`src/rtl/pll_drp_cfg_ctrl_if.sv`:
```
// Host table/control, DRP and PLL-control signals of the PLL DRP reconfiguration sequencer.
// slave = sequencer side, master = host / DRP / PLL environment side.
interface pll_drp_cfg_ctrl_if #(
    parameter int DEPTH = 8
);
    localparam int IDX_W = $clog2(DEPTH);

    logic             ent_wr;
    logic [IDX_W-1:0] ent_idx;
    logic [6:0]       ent_addr;
    logic [15:0]      ent_mask;
    logic [15:0]      ent_data;
    logic [IDX_W:0]   ent_num;
    logic             cfg_start;
    logic             cfg_busy;
    logic             cfg_done;
    logic             cfg_err;
    logic [1:0]       err_code;
    logic [6:0]       drp_daddr;
    logic             drp_den;
    logic             drp_dwe;
    logic [15:0]      drp_di;
    logic [15:0]      drp_do;
    logic             drp_drdy;
    logic             pll_rst;
    logic             pll_locked;

    modport slave (
        input  ent_wr, ent_idx, ent_addr, ent_mask, ent_data, ent_num, cfg_start,
        input  drp_do, drp_drdy, pll_locked,
        output cfg_busy, cfg_done, cfg_err, err_code,
        output drp_daddr, drp_den, drp_dwe, drp_di, pll_rst
    );

    modport master (
        output ent_wr, ent_idx, ent_addr, ent_mask, ent_data, ent_num, cfg_start,
        output drp_do, drp_drdy, pll_locked,
        input  cfg_busy, cfg_done, cfg_err, err_code,
        input  drp_daddr, drp_den, drp_dwe, drp_di, pll_rst
    );
endinterface

```
`src/rtl/pll_drp_cfg_ctrl.sv`:
```
// PLL DRP reconfiguration sequencer: hold PLL in reset, read-modify-write each table entry, release, wait for lock.
// Define PLL_DRP_READBACK_EN to verify every write with a DRP readback (error code 3 on mismatch).
module pll_drp_cfg_ctrl #(
    parameter int DEPTH    = 8,
    parameter int RST_HOLD = 16,
    parameter int DRDY_TMO = 255,
    parameter int LOCK_TMO = 65535
) (
    input  logic              i_sysclk,
    input  logic              i_sysrst,
    pll_drp_cfg_ctrl_if.slave if_cfg
);
    localparam int IDX_W   = $clog2(DEPTH);
    localparam int NUM_W   = IDX_W + 1;
    localparam int MAX_AB  = (LOCK_TMO > DRDY_TMO) ? LOCK_TMO : DRDY_TMO;
    localparam int CNT_MAX = (MAX_AB > RST_HOLD) ? MAX_AB : RST_HOLD;
    localparam int CNT_W   = $clog2(CNT_MAX + 1);

    localparam logic [CNT_W-1:0] HOLD_LAST = CNT_W'(RST_HOLD - 1);
    localparam logic [CNT_W-1:0] DRDY_LAST = CNT_W'(DRDY_TMO - 1);
    localparam logic [CNT_W-1:0] LOCK_LAST = CNT_W'(LOCK_TMO - 1);
    localparam logic [CNT_W-1:0] GUARD     = CNT_W'(2);
    localparam logic [NUM_W-1:0] NUM_MAX   = NUM_W'(DEPTH);

    localparam logic [1:0] ERR_DRDY = 2'd1;
    localparam logic [1:0] ERR_LOCK = 2'd2;
`ifdef PLL_DRP_READBACK_EN
    localparam logic [1:0] ERR_VERIFY = 2'd3;
`endif

    typedef enum logic [3:0] {
        S_IDLE, S_RST_HOLD, S_RD_REQ, S_RD_WAIT, S_WR_REQ, S_WR_WAIT,
`ifdef PLL_DRP_READBACK_EN
        S_VF_REQ, S_VF_WAIT,
`endif
        S_LOCK_WAIT, S_FIN
    } state_t;

    state_t           r_state;
    logic [IDX_W-1:0] r_ptr;
    logic [NUM_W-1:0] r_num;
    logic [CNT_W-1:0] r_cnt;
    logic [6:0]       r_tbl_addr [DEPTH];
    logic [15:0]      r_tbl_mask [DEPTH];
    logic [15:0]      r_tbl_data [DEPTH];
    logic             r_lock_meta;
    logic             r_lock_sync;
    logic             r_busy;
    logic             r_done;
    logic             r_err;
    logic [1:0]       r_err_code;
    logic [6:0]       r_daddr;
    logic             r_den;
    logic             r_dwe;
    logic [15:0]      r_di;
    logic             r_pll_rst;

    logic             w_last;
    logic             w_lock_ok;
    logic [IDX_W-1:0] w_ptr_nxt;
    logic [NUM_W-1:0] w_num_clamped;
    logic [15:0]      w_rmw_di;

    assign w_last        = ({1'b0, r_ptr} == (r_num - NUM_W'(1)));
    assign w_lock_ok     = r_lock_sync && (r_cnt >= GUARD);
    assign w_ptr_nxt     = r_ptr + IDX_W'(1);
    assign w_num_clamped = (if_cfg.ent_num > NUM_MAX) ? NUM_MAX : if_cfg.ent_num;
    assign w_rmw_di      = (if_cfg.drp_do & r_tbl_mask[r_ptr]) | r_tbl_data[r_ptr];

    // NOTE: the table is a register file with a defined all-zero reset value, so every entry is reset here.
    always_ff @(posedge i_sysclk or posedge i_sysrst) begin
        if (i_sysrst) begin
            for (int i = 0; i < DEPTH; i++) begin
                r_tbl_addr[i] <= '0;
                r_tbl_mask[i] <= '0;
                r_tbl_data[i] <= '0;
            end
        end else if (if_cfg.ent_wr && !r_busy) begin
            r_tbl_addr[if_cfg.ent_idx] <= if_cfg.ent_addr;
            r_tbl_mask[if_cfg.ent_idx] <= if_cfg.ent_mask;
            r_tbl_data[if_cfg.ent_idx] <= if_cfg.ent_data;
        end
    end

    always_ff @(posedge i_sysclk or posedge i_sysrst) begin
        if (i_sysrst) begin
            r_lock_meta <= 1'b0;
            r_lock_sync <= 1'b0;
        end else begin
            r_lock_meta <= if_cfg.pll_locked;
            r_lock_sync <= r_lock_meta;
        end
    end

    // NOTE: sequential state uses non-blocking assignments so every branch reads pre-edge register values.
    always_ff @(posedge i_sysclk or posedge i_sysrst) begin
        if (i_sysrst) begin
            r_state    <= S_IDLE;
            r_ptr      <= '0;
            r_num      <= '0;
            r_cnt      <= '0;
            r_busy     <= 1'b0;
            r_done     <= 1'b0;
            r_err      <= 1'b0;
            r_err_code <= '0;
            r_daddr    <= '0;
            r_den      <= 1'b0;
            r_dwe      <= 1'b0;
            r_di       <= '0;
            r_pll_rst  <= 1'b0;
        end else begin
            r_done <= 1'b0;
            r_err  <= 1'b0;
            r_den  <= 1'b0;
            r_dwe  <= 1'b0;
            case (r_state)
                S_IDLE: begin
                    if (if_cfg.cfg_start) begin
                        r_num      <= w_num_clamped;
                        r_ptr      <= '0;
                        r_cnt      <= '0;
                        r_busy     <= 1'b1;
                        r_pll_rst  <= 1'b1;
                        r_err_code <= '0;
                        r_state    <= S_RST_HOLD;
                    end
                end
                S_RST_HOLD: begin
                    if (r_cnt == HOLD_LAST) begin
                        r_cnt <= '0;
                        if (r_num != '0) begin
                            r_daddr <= r_tbl_addr[r_ptr];
                            r_den   <= 1'b1;
                            r_state <= S_RD_REQ;
                        end else begin
                            r_pll_rst <= 1'b0;
                            r_state   <= S_LOCK_WAIT;
                        end
                    end else begin
                        r_cnt <= r_cnt + CNT_W'(1);
                    end
                end
`ifdef PLL_DRP_READBACK_EN
                S_RD_REQ, S_WR_REQ, S_VF_REQ: begin
`else
                S_RD_REQ, S_WR_REQ: begin
`endif
                    // Counter restarted at DEN; it equals cycles-since-DEN inside the wait state.
                    r_cnt   <= r_cnt + CNT_W'(1);
                    r_state <= (r_state == S_RD_REQ) ? S_RD_WAIT :
`ifdef PLL_DRP_READBACK_EN
                               (r_state == S_VF_REQ) ? S_VF_WAIT :
`endif
                               S_WR_WAIT;
                end
                S_RD_WAIT: begin
                    if (if_cfg.drp_drdy) begin
                        r_di    <= w_rmw_di;
                        r_den   <= 1'b1;
                        r_dwe   <= 1'b1;
                        r_cnt   <= '0;
                        r_state <= S_WR_REQ;
                    end else if (r_cnt == DRDY_LAST) begin
                        r_err      <= 1'b1;
                        r_err_code <= ERR_DRDY;
                        r_busy     <= 1'b0;
                        r_pll_rst  <= 1'b0;
                        r_state    <= S_IDLE;
                    end else begin
                        r_cnt <= r_cnt + CNT_W'(1);
                    end
                end
                S_WR_WAIT: begin
                    if (if_cfg.drp_drdy) begin
                        r_cnt <= '0;
`ifdef PLL_DRP_READBACK_EN
                        r_den   <= 1'b1;
                        r_state <= S_VF_REQ;
`else
                        if (w_last) begin
                            r_pll_rst <= 1'b0;
                            r_state   <= S_LOCK_WAIT;
                        end else begin
                            r_ptr   <= w_ptr_nxt;
                            r_daddr <= r_tbl_addr[w_ptr_nxt];
                            r_den   <= 1'b1;
                            r_state <= S_RD_REQ;
                        end
`endif
                    end else if (r_cnt == DRDY_LAST) begin
                        r_err      <= 1'b1;
                        r_err_code <= ERR_DRDY;
                        r_busy     <= 1'b0;
                        r_pll_rst  <= 1'b0;
                        r_state    <= S_IDLE;
                    end else begin
                        r_cnt <= r_cnt + CNT_W'(1);
                    end
                end
`ifdef PLL_DRP_READBACK_EN
                S_VF_WAIT: begin
                    if (if_cfg.drp_drdy && (if_cfg.drp_do != r_di)) begin
                        r_err      <= 1'b1;
                        r_err_code <= ERR_VERIFY;
                        r_busy     <= 1'b0;
                        r_pll_rst  <= 1'b0;
                        r_state    <= S_IDLE;
                    end else if (if_cfg.drp_drdy) begin
                        r_cnt <= '0;
                        if (w_last) begin
                            r_pll_rst <= 1'b0;
                            r_state   <= S_LOCK_WAIT;
                        end else begin
                            r_ptr   <= w_ptr_nxt;
                            r_daddr <= r_tbl_addr[w_ptr_nxt];
                            r_den   <= 1'b1;
                            r_state <= S_RD_REQ;
                        end
                    end else if (r_cnt == DRDY_LAST) begin
                        r_err      <= 1'b1;
                        r_err_code <= ERR_DRDY;
                        r_busy     <= 1'b0;
                        r_pll_rst  <= 1'b0;
                        r_state    <= S_IDLE;
                    end else begin
                        r_cnt <= r_cnt + CNT_W'(1);
                    end
                end
`endif
                S_LOCK_WAIT: begin
                    // The first two cycles after release are skipped so a stale pre-reset lock is not trusted.
                    if (w_lock_ok) begin
                        r_done     <= 1'b1;
                        r_busy     <= 1'b0;
                        r_err_code <= '0;
                        r_state    <= S_FIN;
                    end else if (r_cnt == LOCK_LAST) begin
                        r_err      <= 1'b1;
                        r_err_code <= ERR_LOCK;
                        r_busy     <= 1'b0;
                        r_state    <= S_IDLE;
                    end else begin
                        r_cnt <= r_cnt + CNT_W'(1);
                    end
                end
                S_FIN:   r_state <= S_IDLE;
                default: r_state <= S_IDLE;
            endcase
        end
    end

    assign if_cfg.cfg_busy  = r_busy;
    assign if_cfg.cfg_done  = r_done;
    assign if_cfg.cfg_err   = r_err;
    assign if_cfg.err_code  = r_err_code;
    assign if_cfg.drp_daddr = r_daddr;
    assign if_cfg.drp_den   = r_den;
    assign if_cfg.drp_dwe   = r_dwe;
    assign if_cfg.drp_di    = r_di;
    assign if_cfg.pll_rst   = r_pll_rst;
endmodule

```
`src/flat_wrapper.sv`:
```
// flat-port wrapper written by rule: the top's interface ports become plain ports
module pll_drp_cfg_ctrl_flat 
#(
    parameter int DEPTH    = 8,
    parameter int RST_HOLD = 16,
    parameter int DRDY_TMO = 255,
    parameter int LOCK_TMO = 65535
)
  (i_sysclk, i_sysrst, if_cfg_ent_wr, if_cfg_ent_idx, if_cfg_ent_addr, if_cfg_ent_mask, if_cfg_ent_data, if_cfg_ent_num, if_cfg_cfg_start, if_cfg_drp_do, if_cfg_drp_drdy, if_cfg_pll_locked, if_cfg_cfg_busy, if_cfg_cfg_done, if_cfg_cfg_err, if_cfg_err_code, if_cfg_drp_daddr, if_cfg_drp_den, if_cfg_drp_dwe, if_cfg_drp_di, if_cfg_pll_rst);
  pll_drp_cfg_ctrl_if #(.DEPTH(DEPTH)) if_cfg_i ();
  input  logic i_sysclk;
  input  logic i_sysrst;
  input wire logic [$bits(if_cfg_i.ent_wr)-1:0] if_cfg_ent_wr;
  input wire logic [$bits(if_cfg_i.ent_idx)-1:0] if_cfg_ent_idx;
  input wire logic [$bits(if_cfg_i.ent_addr)-1:0] if_cfg_ent_addr;
  input wire logic [$bits(if_cfg_i.ent_mask)-1:0] if_cfg_ent_mask;
  input wire logic [$bits(if_cfg_i.ent_data)-1:0] if_cfg_ent_data;
  input wire logic [$bits(if_cfg_i.ent_num)-1:0] if_cfg_ent_num;
  input wire logic [$bits(if_cfg_i.cfg_start)-1:0] if_cfg_cfg_start;
  input wire logic [$bits(if_cfg_i.drp_do)-1:0] if_cfg_drp_do;
  input wire logic [$bits(if_cfg_i.drp_drdy)-1:0] if_cfg_drp_drdy;
  input wire logic [$bits(if_cfg_i.pll_locked)-1:0] if_cfg_pll_locked;
  output wire logic [$bits(if_cfg_i.cfg_busy)-1:0] if_cfg_cfg_busy;
  output wire logic [$bits(if_cfg_i.cfg_done)-1:0] if_cfg_cfg_done;
  output wire logic [$bits(if_cfg_i.cfg_err)-1:0] if_cfg_cfg_err;
  output wire logic [$bits(if_cfg_i.err_code)-1:0] if_cfg_err_code;
  output wire logic [$bits(if_cfg_i.drp_daddr)-1:0] if_cfg_drp_daddr;
  output wire logic [$bits(if_cfg_i.drp_den)-1:0] if_cfg_drp_den;
  output wire logic [$bits(if_cfg_i.drp_dwe)-1:0] if_cfg_drp_dwe;
  output wire logic [$bits(if_cfg_i.drp_di)-1:0] if_cfg_drp_di;
  output wire logic [$bits(if_cfg_i.pll_rst)-1:0] if_cfg_pll_rst;
  assign if_cfg_i.ent_wr = if_cfg_ent_wr;
  assign if_cfg_i.ent_idx = if_cfg_ent_idx;
  assign if_cfg_i.ent_addr = if_cfg_ent_addr;
  assign if_cfg_i.ent_mask = if_cfg_ent_mask;
  assign if_cfg_i.ent_data = if_cfg_ent_data;
  assign if_cfg_i.ent_num = if_cfg_ent_num;
  assign if_cfg_i.cfg_start = if_cfg_cfg_start;
  assign if_cfg_i.drp_do = if_cfg_drp_do;
  assign if_cfg_i.drp_drdy = if_cfg_drp_drdy;
  assign if_cfg_i.pll_locked = if_cfg_pll_locked;
  assign if_cfg_cfg_busy = if_cfg_i.cfg_busy;
  assign if_cfg_cfg_done = if_cfg_i.cfg_done;
  assign if_cfg_cfg_err = if_cfg_i.cfg_err;
  assign if_cfg_err_code = if_cfg_i.err_code;
  assign if_cfg_drp_daddr = if_cfg_i.drp_daddr;
  assign if_cfg_drp_den = if_cfg_i.drp_den;
  assign if_cfg_drp_dwe = if_cfg_i.drp_dwe;
  assign if_cfg_drp_di = if_cfg_i.drp_di;
  assign if_cfg_pll_rst = if_cfg_i.pll_rst;
  pll_drp_cfg_ctrl #(.DEPTH(DEPTH), .RST_HOLD(RST_HOLD), .DRDY_TMO(DRDY_TMO), .LOCK_TMO(LOCK_TMO)) u_core (.i_sysclk(i_sysclk), .i_sysrst(i_sysrst), .if_cfg(if_cfg_i));
endmodule
```
`config.mk`:
```
export PLATFORM = sky130hd
export DESIGN_NAME = pll_drp_cfg_ctrl_flat
export DESIGN_NICKNAME = d
export VERILOG_FILES = /design/src/rtl/pll_drp_cfg_ctrl_if.sv /design/src/rtl/pll_drp_cfg_ctrl.sv /design/src/flat_wrapper.sv
export SDC_FILE = /design/constraint.sdc
export NUM_CORES = 1
export LEC_CHECK = 0
export BUFFER_PORTS_ARGS = -buffer_cell sky130_fd_sc_hd__buf_4
export CAP_MARGIN = 20
export CORE_ASPECT_RATIO = 1.75
export CORE_UTILIZATION = 30
export CTS_CLUSTER_DIAMETER = 40
export DETAILED_ROUTE_END_ITERATION = 8
export GPL_ROUTABILITY_DRIVEN = 0
export PLACE_DENSITY_LB_ADDON = 0.25
export SYNTH_ARGS = -nofsm -noshare
export SYNTH_HDL_FRONTEND = slang
export SYNTH_SLANG_ARGS = --single-unit
```
`constraint.sdc`:
```
create_clock -name i_sysclk -period 19.9 [get_ports i_sysclk]
set_clock_uncertainty 0.2 [all_clocks]
set_input_delay 4.975 -clock i_sysclk [delete_from_list [all_inputs] [get_ports i_sysclk]]
set_output_delay 4.975 -clock i_sysclk [all_outputs]
set_load 0.02 [all_outputs]
```
==> flow_results.xml <==
<?xml version="1.0" encoding="UTF-8"?>
<metrics>
  <group name="timing">
    <metric name="grt_setup_unrepaired" unit="">no</metric>
    <metric name="final_period_minus_worst_setup_slack" unit="ns">6.738</metric>
    <metric name="slew_headroom" unit="%">29.49</metric>
    <metric name="timing.final.max_slew_violations" unit="">0</metric>
    <metric name="min_period_over_period" unit="%">33.86</metric>
    <metric name="max_freq" unit="GHz">0.1484</metric>
    <metric name="worst_pin_slew" unit="ns">1.058</metric>
    <metric name="timing.setup.tns" unit="ns">0</metric>
    <metric name="hold_viol_final" unit="">0</metric>
    <metric name="finalSetupViolCount" unit="">0</metric>
  </group>
  <group name="power">
    <metric name="power.static_leakage" unit="nW">9.302</metric>
    <metric name="power_per_unit_of_standard_cell_area" unit="mW/mm2">106.4</metric>
    <metric name="vdd_ir_drop_max" unit="V">0.00006389</metric>
  </group>
  <group name="drt">
    <metric name="drt_wl_total" unit="mm">45.26</metric>
    <metric name="detail_route.wl_per_cell" unit="um">21.77</metric>
    <metric name="vias" unit="">10699</metric>
    <metric name="drt_pass1_iterations" unit="">5</metric>
    <metric name="detail_route.drc_violations" unit="">0</metric>
    <metric name="postRouteAntennaNets" unit="">0</metric>
    <metric name="avgViaCountPerCell" unit="">5.146</metric>
    <metric name="drt-initial-drc-count" unit="">466</metric>
  </group>
  <group name="worst_setup_path">
    <metric name="ff2ff_path_depth" unit="">7</metric>
    <metric name="crit_path_end_kind" unit="">flop</metric>
    <metric name="r2r_setup_slack" unit="ns">16.05</metric>
    <metric name="cp_max_fo" unit="">39</metric>
    <metric name="worst_r2r_endpoint" unit="">u_core.if_cfg.drp_daddr[0]</metric>
    <metric name="timing.setup.critical_path_class" unit="">primary input to flop</metric>
    <metric name="crit-reg2reg-launch" unit="">u_core.r_ptr[0]</metric>
    <metric name="crit_required" unit="ns">20.16</metric>
    <metric name="crit_path_start_kind" unit="">primary input</metric>
    <metric name="crit_arrival" unit="ns">7.00</metric>
  </group>
  <group name="layout">
    <metric name="fin_nets" unit="">1342</metric>
    <metric name="layout_common_cells" unit="">dfrtp_1 (369), mux2_2 (318), buf_4 (115), mux4_2 (92), clkbuf_16 (52)</metric>
    <metric name="final_layout_size_suffix_gt1_share" unit="%">48.48</metric>
    <metric name="n_antenna_cell" unit="">0</metric>
    <metric name="flow.area_growth_from_synthesis" unit="%">19.49</metric>
    <metric name="post-route-cell-area" unit="mm2">0.02069</metric>
    <metric name="most_common_library_cell_in_the_layout_ignoring_fill_and_taps" unit="">dfrtp_1</metric>
    <metric name="post_layout_cell_count" unit="">2079</metric>
  </group>
  <group name="synth">
    <metric name="synth_compound_gate_area_share" unit="%">6.743</metric>
    <metric name="ys_warn_count" unit="">0</metric>
    <metric name="syn_area_per_cell" unit="um2">14.77</metric>
    <metric name="synth-xor-area-share" unit="%">0.3036</metric>
    <metric name="synth.area.mux_share" unit="%">32.81</metric>
    <metric name="synth_sequential_area_ratio" unit="%">53.77</metric>
    <metric name="count_of_flip_flops_with_a_built_in_enable_after_synthesis" unit="">0</metric>
    <metric name="yosys_register_bits" unit="">372</metric>
    <metric name="share_of_synthesized_cell_area_in_and_or_nand_and_nor_gates" unit="%">3.874</metric>
    <metric name="postSynth.topFlopCell" unit="">dfrtp_1</metric>
    <metric name="dominant_combinational_cell_family_by_area_after_synthesis" unit="">multiplexers</metric>
    <metric name="synthesis.nets" unit="">1245</metric>
    <metric name="distinct_cell_type_count_after_synthesis" unit="">62</metric>
    <metric name="syn_inst" unit="">1172</metric>
    <metric name="synth_adder_area_share" unit="%">0.3614</metric>
    <metric name="summed_instance_area_of_the_synthesized_netlist" unit="mm2">0.01731</metric>
    <metric name="synth-async-reset-ratio" unit="%">100.0</metric>
  </group>
  <group name="flow_run">
    <metric name="cap_violations" unit="">0</metric>
  </group>
  <group name="clocking">
    <metric name="worst_setup_hold_path_clk_slew" unit="ns">0.06</metric>
    <metric name="numCtsBuffers" unit="">51</metric>
    <metric name="worstSkewPairLatency" unit="ns">0.58</metric>
    <metric name="ctsHoldBuffers" unit="">0</metric>
    <metric name="ctsResizeCount" unit="">0</metric>
    <metric name="cts.path.max_buffers" unit="">3</metric>
    <metric name="cts.root.buffer_cell" unit="">clkbuf_16</metric>
    <metric name="cts_tree" unit="">yes</metric>
    <metric name="clock_tree.htree_level_count" unit="">2</metric>
    <metric name="cts.repair_timing.setup_buffer_count" unit="">0</metric>
    <metric name="cts.sink_count" unit="">372</metric>
  </group>
  <group name="place">
    <metric name="post_dp_cell_area" unit="mm2">0.01890</metric>
    <metric name="placement.io_buffers" unit="">98</metric>
    <metric name="placedCellCount" unit="">1981</metric>
    <metric name="dp_hpwl" unit="mm">28.11</metric>
  </group>
  <group name="grt">
    <metric name="grt_antenna_before_repair" unit="">2</metric>
    <metric name="met2_usage" unit="%">27.63</metric>
    <metric name="grt-busiest-layer" unit="">met2</metric>
    <metric name="grt_pass1_vias" unit="">11537</metric>
    <metric name="grtUsageMet1" unit="%">19.73</metric>
    <metric name="grt_pass1_wl" unit="mm">70.76</metric>
    <metric name="maximum_number_of_pins_on_one_net_before_global_route_repair" unit="">186</metric>
    <metric name="grt_util_met3" unit="%">3.086</metric>
    <metric name="grt.total_usage" unit="%">15.92</metric>
    <metric name="grt_overflow" unit="">0</metric>
  </group>
  <group name="hold_path">
    <metric name="min_delay_path_depth" unit="">0</metric>
    <metric name="worst_hold_start" unit="">u_core.r_lock_meta</metric>
    <metric name="holdCritPathClass" unit="">flop to flop</metric>
    <metric name="worst_hold_path.endpoint" unit="">u_core.r_lock_sync</metric>
  </group>
  <group name="die">
    <metric name="dieWidth" unit="um">183.6</metric>
    <metric name="initial_utilization" unit="%">30.35</metric>
    <metric name="rows" unit="">116</metric>
    <metric name="die_height" unit="um">319.8</metric>
    <metric name="core_area" unit="mm2">0.05704</metric>
    <metric name="floorplan.io_pins" unit="">99</metric>
    <metric name="dieArea" unit="mm2">0.05871</metric>
  </group>
  <group name="outcome">
    <metric name="run_status" unit="">completed</metric>
  </group>
</metrics>
flip-flops by register name, indices dropped and copies added, names as in the netlist, 2 cells and up:
name / flops
u_core.r_tbl_mask: 128
u_core.r_ptr: 3
u_core.r_num: 4
u_core.if_cfg.drp_di: 16
u_core.if_cfg.err_code: 2
u_core.r_cnt: 16
u_core.r_tbl_addr: 56
u_core.r_tbl_data: 128
u_core.r_state: 4
u_core.if_cfg.drp_daddr: 7
worst max-delay path: stages:
cell     delay (ns)
buf_4          0.11
nor3b_1        0.62
and3_2         0.29
buf_4          0.58
mux2_2         0.40
synth_stat cells (all sizes together) (10+ instances only):
cell,number,area [um2]
clkbuf,41,153.9
a31oi,10,62.56
nand2,28,105.1
mux2,320,3607
a211oi,41,307.8
dfrtp,372,9309
mux4,92,2072
nor2b,13,81.33
o21ai,17,85.08
a21o,20,150.1
inv,16,60.05
nor2,20,75.07
buf,33,152.6
a21oi,24,123.9
per-stage QoR:
| stage | util (%) | hold WS [ns] | total power, mW | worst slack [ns] |
|---|---|---|---|---|
| 2_1_floorplan | - | 0.1312 | 1.196 | 4.394 |
| 3_3_place_gp | 33.13 | 0.1414 | 1.280 | 12.59 |
| 4_1_cts | 36.21 | 0.1710 | 2.239 | 13.19 |
| 6_report | 36.27 | 0.1724 | 2.201 | 13.16 |
| 5_1_grt | 36.27 | 0.1798 | 2.306 | 13.04 |
| 3_5_place_dp | 33.13 | 0.1522 | 1.294 | 12.57 |
per-layer routing:
metal  vias to the layer above  share of wire [%]
met5                         -              0.064
met4                         4                2.4
met3                        72                4.3
met2                       233                 52
met1                      5695                 42
li1                       4695                  -
logic make-up (layout without fill, tap and decap cells):
group,Yosys count,count (layout)
buf+inv,90,230
compound gates,162,162
xor+xnor,6,6
other cells,1,1
mux,412,412
simple gates,124,124
fa+ha+maj,5,5
flops,372,372
cell type report:
cell class                 count  area [um2]
inverter                      16       67.56
fill                        5464       36350
clock buffer                  62        1389
timing repair buffer         118       915.9
multi-input combinational    710        7669
clock inverter                34       367.9
sequential                   372        9318
tap                          767       959.7
worst max-delay path by stage:
stage | start | to | slack, ns
finish | if_cfg_ent_idx[0] | u_core.r_tbl_mask[30] | 13.16
global route | if_cfg_ent_idx[0] | u_core.r_tbl_data[27] | 13.04
CTS | if_cfg_ent_idx[0] | u_core.r_tbl_addr[11] | 13.19
detailed placement | if_cfg_ent_idx[0] | u_core.r_tbl_data[28] | 12.57
global placement | if_cfg_ent_idx[0] | u_core.r_tbl_mask[31] | 12.59
floorplan | i_sysrst | u_core.if_cfg.cfg_busy | 4.39
power breakdown:
part / total [mW] / switching [mW] / internal, mW
registers: 0.929 / 0.0672 / 0.862
logic: 0.342 / 0.138 / 0.205
clock network: 0.929 / 0.361 / 0.568
total: 2.20 / 0.566 / 1.63
Note: power is estimated with default switching activity, not from simulation.
